File: src/rtl/s3_writeback_pkg.sv
// rtl/s3_writeback_pkg.sv - opcode/funct3 codes, memory map and writeback select helper
//
// Shared constants for the writeback stage of the 3-stage RV32I core:
//   OPC_*        major opcodes (instruction[6:0])
//   FNC_*        load funct3 codes (instruction[14:12])
//   NOP_INSTR    bubble encoding (addi x0, x0, 0)
//   REGION_*     memory-map region selectors (address[31:28])
//   *_ADDR       memory-mapped counter addresses
//   TOHOST_CSR   CSR number of the tohost register
package s3_writeback_pkg;

  localparam logic [6:0] OPC_LUI       = 7'b0110111;
  localparam logic [6:0] OPC_AUIPC     = 7'b0010111;
  localparam logic [6:0] OPC_JAL       = 7'b1101111;
  localparam logic [6:0] OPC_JALR      = 7'b1100111;
  localparam logic [6:0] OPC_BRANCH    = 7'b1100011;
  localparam logic [6:0] OPC_LOAD      = 7'b0000011;
  localparam logic [6:0] OPC_STORE     = 7'b0100011;
  localparam logic [6:0] OPC_ARI_ITYPE = 7'b0010011;
  localparam logic [6:0] OPC_ARI_RTYPE = 7'b0110011;
  localparam logic [6:0] OPC_CSR       = 7'b1110011;

  localparam logic [2:0] FNC_LB  = 3'b000;
  localparam logic [2:0] FNC_LH  = 3'b001;
  localparam logic [2:0] FNC_LW  = 3'b010;
  localparam logic [2:0] FNC_LBU = 3'b100;
  localparam logic [2:0] FNC_LHU = 3'b101;

  localparam logic [31:0] NOP_INSTR    = 32'h0000_0013;
  localparam logic [31:0] CYCLE_ADDR   = 32'h8000_0010;
  localparam logic [31:0] INSTR_ADDR   = 32'h8000_0014;
  localparam logic [31:0] CNT_RST_ADDR = 32'h8000_0018;
  localparam logic [11:0] TOHOST_CSR   = 12'h51E;

  localparam logic [3:0] REGION_DMEM_A = 4'b0001;
  localparam logic [3:0] REGION_DMEM_B = 4'b0011;
  localparam logic [3:0] REGION_BIOS   = 4'b0100;
  localparam logic [3:0] REGION_IO     = 4'b1000;

  typedef enum logic [1:0] {
    WB_ALU,
    WB_PC4,
    WB_LOAD,
    WB_NONE
  } wb_sel_e;

  // Which value an instruction writes back, purely from its opcode.
  function automatic wb_sel_e wb_sel_of(input logic [6:0] opcode);
    wb_sel_e sel;
    case (opcode)
      OPC_LUI, OPC_AUIPC, OPC_ARI_RTYPE, OPC_ARI_ITYPE: sel = WB_ALU;
      OPC_JAL, OPC_JALR:                                sel = WB_PC4;
      OPC_LOAD:                                         sel = WB_LOAD;
      default:                                          sel = WB_NONE;
    endcase
    return sel;
  endfunction

endpackage

File: src/rtl/s3_load_extend.sv
// rtl/s3_load_extend.sv - load byte/halfword/word extraction with sign/zero extension
//
// Ports:
//   funct3  in  3   load funct3 of the s3 instruction
//   off     in  2   byte offset within the word (address[1:0])
//   word    in  32  raw read word from the selected source
//   result  out 32  aligned, extended load value
module s3_load_extend
  import s3_writeback_pkg::*;
(
  input  logic [2:0]  funct3,
  input  logic [1:0]  off,
  input  logic [31:0] word,
  output logic [31:0] result
);

  logic [7:0]  byte_sel;
  logic [15:0] half_sel;

  always_comb begin
    byte_sel = word[7:0];
    case (off)
      2'd0: byte_sel = word[7:0];
      2'd1: byte_sel = word[15:8];
      2'd2: byte_sel = word[23:16];
      2'd3: byte_sel = word[31:24];
      default: byte_sel = word[7:0];
    endcase
  end

  // Halfword loads use only off[1]; a misaligned off[0] is silently ignored.
  assign half_sel = off[1] ? word[31:16] : word[15:0];

  always_comb begin
    result = word;
    case (funct3)
      FNC_LB:  result = {{24{byte_sel[7]}}, byte_sel};
      FNC_LBU: result = {24'h0, byte_sel};
      FNC_LH:  result = {{16{half_sel[15]}}, half_sel};
      FNC_LHU: result = {16'h0, half_sel};
      default: result = word;   // LW and undefined encodings return the whole word
    endcase
  end

endmodule

File: src/rtl/s3_writeback.sv
// rtl/s3_writeback.sv - memory/writeback stage: pipeline register, load return, counters, tohost
//
// Ports:
//   clk, rst         core clock; asynchronous active-high reset
//   flush_s2         kill the s2 instruction (a bubble is captured instead)
//   instruction_s2   instruction in s2
//   alu_result       s2 ALU output (address / result / CSR write data)
//   pc_s2            PC of the s2 instruction
//   mem_wen_s2       s2 instruction is a store
//   csr_we_s2        s2 instruction is a CSR instruction
//   dmem_dout        data memory read word (one cycle after address)
//   bios_dout        BIOS memory read word (same timing)
//   io_rdata         IO read data for 0x8xxx_xxxx non-counter addresses
//   rf_we/wa/wd      register-file write port; rf_wd also forwards to s2
//   instruction_s3   registered s3 instruction for hazard detection
//   csr_tohost       tohost CSR
//   cycle_count      free-running cycle counter
//   instr_count      retired (non-NOP) instruction counter
module s3_writeback
  import s3_writeback_pkg::*;
(
  input  logic        clk,
  input  logic        rst,
  input  logic        flush_s2,
  input  logic [31:0] instruction_s2,
  input  logic [31:0] alu_result,
  input  logic [31:0] pc_s2,
  input  logic        mem_wen_s2,
  input  logic        csr_we_s2,
  input  logic [31:0] dmem_dout,
  input  logic [31:0] bios_dout,
  input  logic [31:0] io_rdata,
  output logic        rf_we,
  output logic [4:0]  rf_wa,
  output logic [31:0] rf_wd,
  output logic [31:0] instruction_s3,
  output logic [31:0] csr_tohost,
  output logic [31:0] cycle_count,
  output logic [31:0] instr_count
);

  logic [31:0] alu_s3;
  logic [31:0] pc_s3;
  logic [31:0] load_word;
  logic [31:0] load_data;
  logic        cnt_clr;
  logic        tohost_we;
  logic        retire;
  wb_sel_e     wb_sel;

  // Side effects of s2 are qualified by flush so a killed instruction leaves no trace.
  assign cnt_clr   = mem_wen_s2 & ~flush_s2 & (alu_result == CNT_RST_ADDR);
  assign tohost_we = csr_we_s2 & ~flush_s2 & (instruction_s2[31:20] == TOHOST_CSR);
  assign retire    = (instruction_s3 != NOP_INSTR);

  always_ff @(posedge clk or posedge rst) begin
    if (rst) begin
      instruction_s3 <= NOP_INSTR;
      alu_s3         <= 32'h0;
      pc_s3          <= 32'h0;
    end else begin
      instruction_s3 <= flush_s2 ? NOP_INSTR : instruction_s2;
      alu_s3         <= alu_result;
      pc_s3          <= pc_s2;
    end
  end

  always_ff @(posedge clk or posedge rst) begin
    if (rst) begin
      csr_tohost <= 32'h0;
    end else if (tohost_we) begin
      csr_tohost <= alu_result;
    end
  end

  // Clear takes priority over the increment on the same edge.
  always_ff @(posedge clk or posedge rst) begin
    if (rst) begin
      cycle_count <= 32'h0;
      instr_count <= 32'h0;
    end else if (cnt_clr) begin
      cycle_count <= 32'h0;
      instr_count <= 32'h0;
    end else begin
      cycle_count <= cycle_count + 32'd1;
      if (retire) begin
        instr_count <= instr_count + 32'd1;
      end
    end
  end

  // Load source: counters return their current (pre-edge) value.
  always_comb begin
    load_word = 32'h0;
    case (alu_s3[31:28])
      REGION_DMEM_A, REGION_DMEM_B: load_word = dmem_dout;
      REGION_BIOS:                  load_word = bios_dout;
      REGION_IO: begin
        if (alu_s3 == CYCLE_ADDR) begin
          load_word = cycle_count;
        end else if (alu_s3 == INSTR_ADDR) begin
          load_word = instr_count;
        end else begin
          load_word = io_rdata;
        end
      end
      default: load_word = 32'h0;
    endcase
  end

  s3_load_extend u_load_extend (
    .funct3 (instruction_s3[14:12]),
    .off    (alu_s3[1:0]),
    .word   (load_word),
    .result (load_data)
  );

  assign wb_sel = wb_sel_of(instruction_s3[6:0]);
  assign rf_wa  = instruction_s3[11:7];

  always_comb begin
    rf_we = 1'b0;
    rf_wd = alu_s3;
    case (wb_sel)
      WB_ALU: begin
        rf_we = 1'b1;
        rf_wd = alu_s3;
      end
      WB_PC4: begin
        rf_we = 1'b1;
        rf_wd = pc_s3 + 32'd4;
      end
      WB_LOAD: begin
        rf_we = 1'b1;
        rf_wd = load_data;
      end
      default: begin
        rf_we = 1'b0;
        rf_wd = alu_s3;
      end
    endcase
    // x0 is hardwired to zero, so never request a write to it.
    if (rf_wa == 5'd0) begin
      rf_we = 1'b0;
    end
  end

endmodule

File: config.mk
export PLATFORM = sky130hd
export DESIGN_NAME = s3_writeback
export DESIGN_NICKNAME = d
export VERILOG_FILES = /design/src/rtl/s3_writeback_pkg.sv /design/src/rtl/s3_load_extend.sv /design/src/rtl/s3_writeback.sv
export SDC_FILE = /design/constraint.sdc
export NUM_CORES = 1
export LEC_CHECK = 0
export ABC_CLOCK_PERIOD_IN_PS = 6600
export CAP_MARGIN = 40
export CORE_MARGIN = 8
export CORE_UTILIZATION = 42
export CTS_CLUSTER_SIZE = 40
export DETAILED_ROUTE_END_ITERATION = 10
export PLACE_DENSITY = 0.83
export REMOVE_ABC_BUFFERS = 1
export SLEW_MARGIN = 25
export SYNTH_ARGS = -nofsm -noshare
export SYNTH_HDL_FRONTEND = slang
export SYNTH_SLANG_ARGS = --single-unit
export TNS_END_PERCENT = 5
File: constraint.sdc
create_clock -name clk -period 6.6 [get_ports clk]
set_clock_uncertainty 0.2 [all_clocks]
set_input_delay 1.32 -clock clk [delete_from_list [all_inputs] [get_ports clk]]
set_output_delay 1.32 -clock clk [all_outputs]
set_load 0.01 [all_outputs]
# Word-level counts from Yosys, hierarchy flattened
# Cells that the tools add are included.
[word_totals] in_bits=197 ff_bits=192
[op_classes] n_eq_ne=24 mux=14 n_reduce_logical=9 bitwise=5 n_addsub=3
[ops] cell="32-bit 2-to-1 mux" n=6
[ops] cell="32-bit case mux with 4 select lines" n=1
[ops] cell="32-bit == test, second input constant" n=3
[ops] cell="32-bit case mux with 3 select lines" n=1
[ops] cell="32-bit by 1-bit adder with 32-bit output, second input constant" n=2
[ops] cell="32-bit case mux with 2 select lines" n=1
[ops] cell="32-bit by 3-bit adder with 32-bit output, second input constant" n=1
[ops] cell="32-bit by 5-bit != test with 1-bit output, second input constant" n=1
[ops] cell="8-bit case mux with 4 select lines" n=1
[ops] cell="16-bit 2-to-1 mux" n=1
[ops] cell="7-bit by 5-bit == test with 1-bit output, second input constant" n=2
[ops] cell="7-bit by 6-bit == test with 1-bit output, second input constant" n=2
[ops] cell="7-bit == test, second input constant" n=2
[ops] cell="12-bit by 11-bit == test with 1-bit output, second input constant" n=1
[ops] cell="7-bit by 2-bit == test with 1-bit output, second input constant" n=1
[ops] cell="2-bit == test, second input constant" n=3
[ops] cell="3-bit == test, second input constant" n=2
[ops] cell="2-bit case mux with 3 select lines" n=1
[ops] cell="5-bit logical NOT" n=1
[ops] cell="1-bit AND" n=4
[ops] cell="2-bit by 1-bit == test with 1-bit output, second input constant" n=2
[ops] cell="4-bit by 1-bit == test with 1-bit output, second input constant" n=1
[ops] cell="4-bit by 2-bit == test with 1-bit output, second input constant" n=1
[ops] cell="4-bit by 3-bit == test with 1-bit output, second input constant" n=1
[ops] cell="other kinds (10)" n=13

# Depth between registers and ports, before layout
[logic_depth] ltp_word=7 depth_mapped=11

# By module
# From an unflattened synthesis, not the netlist that was laid out.
[hier_totals] cells_unflattened=1049 hier_area_um2=10432.5
[modules_own_cells] mod="s3_writeback" n_inst=1 seq_area_each_um2=4808.4 area_per_inst_um2=9764.4 cells_each=938
[modules_own_cells] mod="s3_load_extend" n_inst=1 seq_area_each_um2=0.0 area_per_inst_um2=668.1 cells_each=111

# Least setup slack after synthesis
# No wires, ideal clock.
[synth_path] path_kind="input to output" from="in bios_dout[15]" to="out rf_wd[18]" path_stages=8 n_path_buf=1 arrival_ns=2.941 slack_ns=2.139 required_ns=5.080 cell_sequence="or4bb_1 -> a21oi_1 -> a2bb2oi_1 -> a221o_1 -> o221a_4 -> o21ai_2 -> buf_6 -> o21ai_1"
[synth_via] elab_chain_cells=4 elab_cells_between_ends=5 classes_between="5 x mux"
[synth_lines] element="start, declared" line="s3_writeback.sv:31" source="input logic [31:0] bios_dout,"
[synth_lines] element="32-bit case mux with 3 select lines (*)" line="s3_writeback.sv:95" source="case (alu_s3[31:28])"
[synth_lines] element="8-bit case mux with 4 select lines or 16-bit 2-to-1 mux (tied branches)" line="s3_load_extend.sv:22, s3_load_extend.sv:32"
[synth_lines] element="32-bit case mux with 4 select lines (*)" line="s3_load_extend.sv:36" source="case (funct3)"
[synth_lines] element="32-bit case mux with 2 select lines (*)" line="s3_writeback.sv:124" source="case (wb_sel)"
[synth_lines] element="end, declared" line="s3_writeback.sv:35" source="output logic [31:0] rf_wd,"
# Every way passes the cells marked *; elsewhere a longest branch is shown, timed or not.

# Worst setup path after layout
[layout_path] from="reg alu_s3[28]" to="out rf_wd[31]"
[layout_via] elab_chain_cells=7 elab_cells_between_ends=14 classes_between="6 x eq/ne; 7 x mux; 1 x reduce/logical"
[layout_lines] element="start, declared" line="s3_writeback.sv:42" source="logic [31:0] alu_s3;"
[layout_lines] element="start signal, assigned" line="s3_writeback.sv:63" source="alu_s3 <= alu_result;"
[layout_lines] element="32-bit == test" line="s3_writeback.sv:101" source="end else if (alu_s3 == INSTR_ADDR) begin"
[layout_lines] element="32-bit 2-to-1 mux" line="s3_writeback.sv:101"
[layout_lines] element="32-bit 2-to-1 mux" line="s3_writeback.sv:99" source="if (alu_s3 == CYCLE_ADDR) begin"
[layout_lines] element="32-bit case mux with 3 select lines (*)" line="s3_writeback.sv:95"
[layout_lines] element="8-bit case mux with 4 select lines or 16-bit 2-to-1 mux (tied branches)" line="s3_load_extend.sv:22, s3_load_extend.sv:32"
[layout_lines] element="32-bit case mux with 4 select lines (*)" line="s3_load_extend.sv:36"
[layout_lines] element="32-bit case mux with 2 select lines (*)" line="s3_writeback.sv:124"
# Marked as above.

==> run_results.csv <==
group,metric,value,unit
detailed_routing,first_pass_iters,5,
detailed_routing,drt-initial-drc-count,1106,
detailed_routing,drtAntennaViolNets,0,
setup_path,required,5.08,ns
global_route,grt_pass1_vias,10700,
setup_path,critical-path-top-delay-family,"simple AND/OR/NAND/NOR gates",
setup_path,worstReg2RegEnd,"cycle_count[31]",
detailed_routing,drc_errors,0,
cts,cts_hold_buf,0,
sta,tightestPinTransition,0.953,ns
cts,cts_buffers,17,
cts,ctsRootBufferMaster,"sky130_fd_sc_hd__clkbuf_16",
cts,clock_sink_count,192,
place,port-buffer-count,362,
synthesis,netlist_top_cells_count,"189 x sky130_fd_sc_hd__dfrtp_1, 110 x sky130_fd_sc_hd__nor2_1, 76 x sky130_fd_sc_hd__nand2_1",
detailed_routing,route.detailed.vias_per_inst,5.86,
synthesis,syn_inst,1085,
finish,area_growth_syn_to_layout,45.0,%
power_and_ir_drop,p_per_area,191,nW/um2
cts,path_clk_slew,0.09,ns
place,last_weighted_congestion_value_of_the_routability_driven_placer,0.935,
synthesis,netlist_top_cells_area,"sky130_fd_sc_hd__dfrtp_1 45%, sky130_fd_sc_hd__xor2_1 4.1%, sky130_fd_sc_hd__nor2_1 3.9%",
cts,tritoncts_clock_tree,"done",
setup_path,regToRegSetupSlack,3.41,ns
power_and_ir_drop,ir_drop_worst_case_vdd,0.174,mV
cts,max-clock-path-buffers,2,
synthesis,synth-seq-area-share,0.460,
setup_path,timing.critical_path.buf_inv,2,
synthesis,synth_edf_count,0,
die,design.die.area,30200,um2
die,die_height,174,um
setup_path,worstReg2RegStart,"cycle_count[2]",
synthesis,share_of_synthesized_registers_carrying_an_async_set_or_reset,1.00,
synthesis,yosysTopAreaCell,"sky130_fd_sc_hd__dfrtp_1",
synthesis,yosys.cell_count.top_type,"sky130_fd_sc_hd__dfrtp_1",
detailed_routing,wire_length_per_cell,24.9,um
synthesis,ys_warn_count,0,
global_route,globalRouteTotalUtil,0.282,
synthesis,synth_area,10500,um2
setup_path,setup.worst_path.end_class,"output pin",
synthesis,synth.avg_cell_area,9.64,um2
sta,worst_hold_slack,0.311,ns
place,dpl-instance-area,14500,um2
cts,post_cts.resized_instances,0,
global_route,global_route_wire_length_before_repair,66000,um
setup_path,crit_path_max_fanout,11,
finish,final_layout_size_suffix_gt1_frac,0.0932,
cts,clk_latency,0.44,ns
sta,timing.max_slew.rel_slack,0.358,
power_and_ir_drop,total_power,2.90,mW
run_status,result_of_the_run,"finished, final reports clean",
synthesis,most_used_flip_flop_cell_after_synthesis,"sky130_fd_sc_hd__dfrtp_1",
cts,clock_tree.htree_level_count,4,
sta,period_share,0.885,
finish,utilization,0.622,
setup_path,timing.setup.critical_path_class,"reg -> out",
sta,period_needed,5.84,ns
die,floorplan.initialDensity,0.429,
setup_path,cp_data_arrival_time,4.32,ns
synthesis,synth_top_area_frac,0.452,
die,boundaryPins,363,
detailed_routing,vias,10400,
setup_path,ff2ff_path_depth,7,
global_route,number_of_antenna_violations_at_the_first_check_in_global_routing,3,
sta,finalSetupViolCount,0,
sta,fmaxAchievable,171,MHz
sta,slew_viol_final,0,
setup_path,slowest_delay,0.61,ns
finish,final_cell_area,15200,um2
setup_path,crit_path_start_kind,"register",
hold_path,min_path_cells,1,
die,coreArea,24400,um2
hold_path,min-delay-start,"csr_tohost[24]",
finish,instances_no_fill,1774,
sta,postLayoutSetupSlackWorst,0.759,ns
hold_path,worstHoldPathType,"reg -> reg",
place,dp_hpwl,34700,um
sta,rsz0062_at_grt,"false",
synthesis,synth-seq-cells,192,
global_route,globalRoute.totalOverflow,0,
global_route,grt_max_degree,68,
hold_path,worstHoldEndpoint,"csr_tohost[24]",
finish,finalNetCount,1639,
setup_path,crit_path_cell_trace,"nor4b_4, nand4_1, buf_4, nor4_1, nor4_1, nor4_4, o21ai_2, o211ai_1, clkdlybuf4s50_1",
synthesis,ys_types,74,
setup_path,cp_common_cell,"sky130_fd_sc_hd__nor4_1",
finish,fillCellCount,2058,
setup_path,slowest_stage,"sky130_fd_sc_hd__dfrtp_1",
cts,post-cts-setup-buffers,0,
die,floorplan.rows,57,
sta,hold_violations,0,
place,preCtsSetupSlack,0.832,ns
die,width_of_the_die,174,um
detailed_routing,postRouteWirelength,44100,um
flow_run,drv.max_cap_violation_count,0,
power_and_ir_drop,leak_pwr,6.06,nW
sta,setup-tns-final,0,ns
place,placed_cells_incl_taps,1737,
## cell type report
class | count | area [um2] | share of cell area
diodes | 1 | 2.50 | 0.000165
clock buffers | 17 | 425 | 0.0280
clock inverters | 15 | 230 | 0.0152
inverters | 20 | 82.6 | 0.00544
multi-input cells | 807 | 5300 | 0.349
flip-flops and latches | 192 | 4810 | 0.317
well taps | 324 | 405 | 0.0267
repair buffers | 398 | 3920 | 0.258
## how the worst max path moves through the flow
stage / startpoint / to / depth (start not counted) / slack, ns
4_1_cts: alu_s3[28] / rf_wd[31] / 9 / 0.76
2_1_floorplan: rst / alu_s3[0] / 1 / -0.14
5_1_grt: alu_s3[28] / rf_wd[31] / 9 / 0.54
3_5_place_dp: bios_dout[15] / rf_wd[12] / 9 / 0.83
6_report: alu_s3[28] / rf_wd[31] / 9 / 0.76
3_3_place_gp: bios_dout[15] / rf_wd[12] / 9 / 0.85
## report_power, final
part	internal, mW	total, mW	switching [mW]	leakage, nW
registers	1.22	1.29	0.0709	2.38
clock network	0.564	1.13	0.570	0.313
logic	0.257	0.469	0.213	3.36
total	2.04	2.90	0.854	6.06
## per-layer routing
metal	share of wire	global-route usage	vias to the layer above
met5	0.00043	0	-
met3	0.10	0.0847	96
met2	0.47	0.459	587
met1	0.39	0.346	5056
li1	-	-	4651
met4	0.037	0.111	4
## cell families (layout without fill, tap and decap cells)
family / Yosys count / after routing / share of synthesized area
AND/OR/NAND/NOR: 448 / 448 / 0.227
other: 0 / 1 / 0
adder cells (fa/ha/maj): 6 / 6 / 0.00717
flip-flops: 192 / 192 / 0.460
multiplexers: 58 / 58 / 0.0595
XOR/XNOR: 79 / 79 / 0.0661
buffers and inverters: 86 / 450 / 0.0362
AO/OA/AOI/OAI: 216 / 216 / 0.145
## registers in the layout, summed over array words and instances (netlist names)
name / cells
alu_s3: 32
csr_tohost: 32
cycle_count: 32
instr_count: 32
instruction_s3: 32
pc_s3: 32
## cells in the final DEF (no fill, tap or decap), types with 22 or more instances in the layout
cell type,Yosys,final
sky130_fd_sc_hd__a21oi_1,56,56
sky130_fd_sc_hd__a22oi_1,31,31
sky130_fd_sc_hd__xnor2_1,30,30
sky130_fd_sc_hd__mux2_2,34,34
sky130_fd_sc_hd__nor2b_1,46,46
sky130_fd_sc_hd__nand4_1,22,22
sky130_fd_sc_hd__nor2_1,110,110
sky130_fd_sc_hd__nand3_1,57,57
sky130_fd_sc_hd__nor4_1,22,22
sky130_fd_sc_hd__clkdlybuf4s50_1,0,362
sky130_fd_sc_hd__nor3_1,28,27
sky130_fd_sc_hd__buf_4,7,28
sky130_fd_sc_hd__nand2_1,76,76
sky130_fd_sc_hd__xor2_1,49,49
sky130_fd_sc_hd__mux2i_1,24,24
sky130_fd_sc_hd__dfrtp_1,189,188
(Power assumes the default switching activity.)
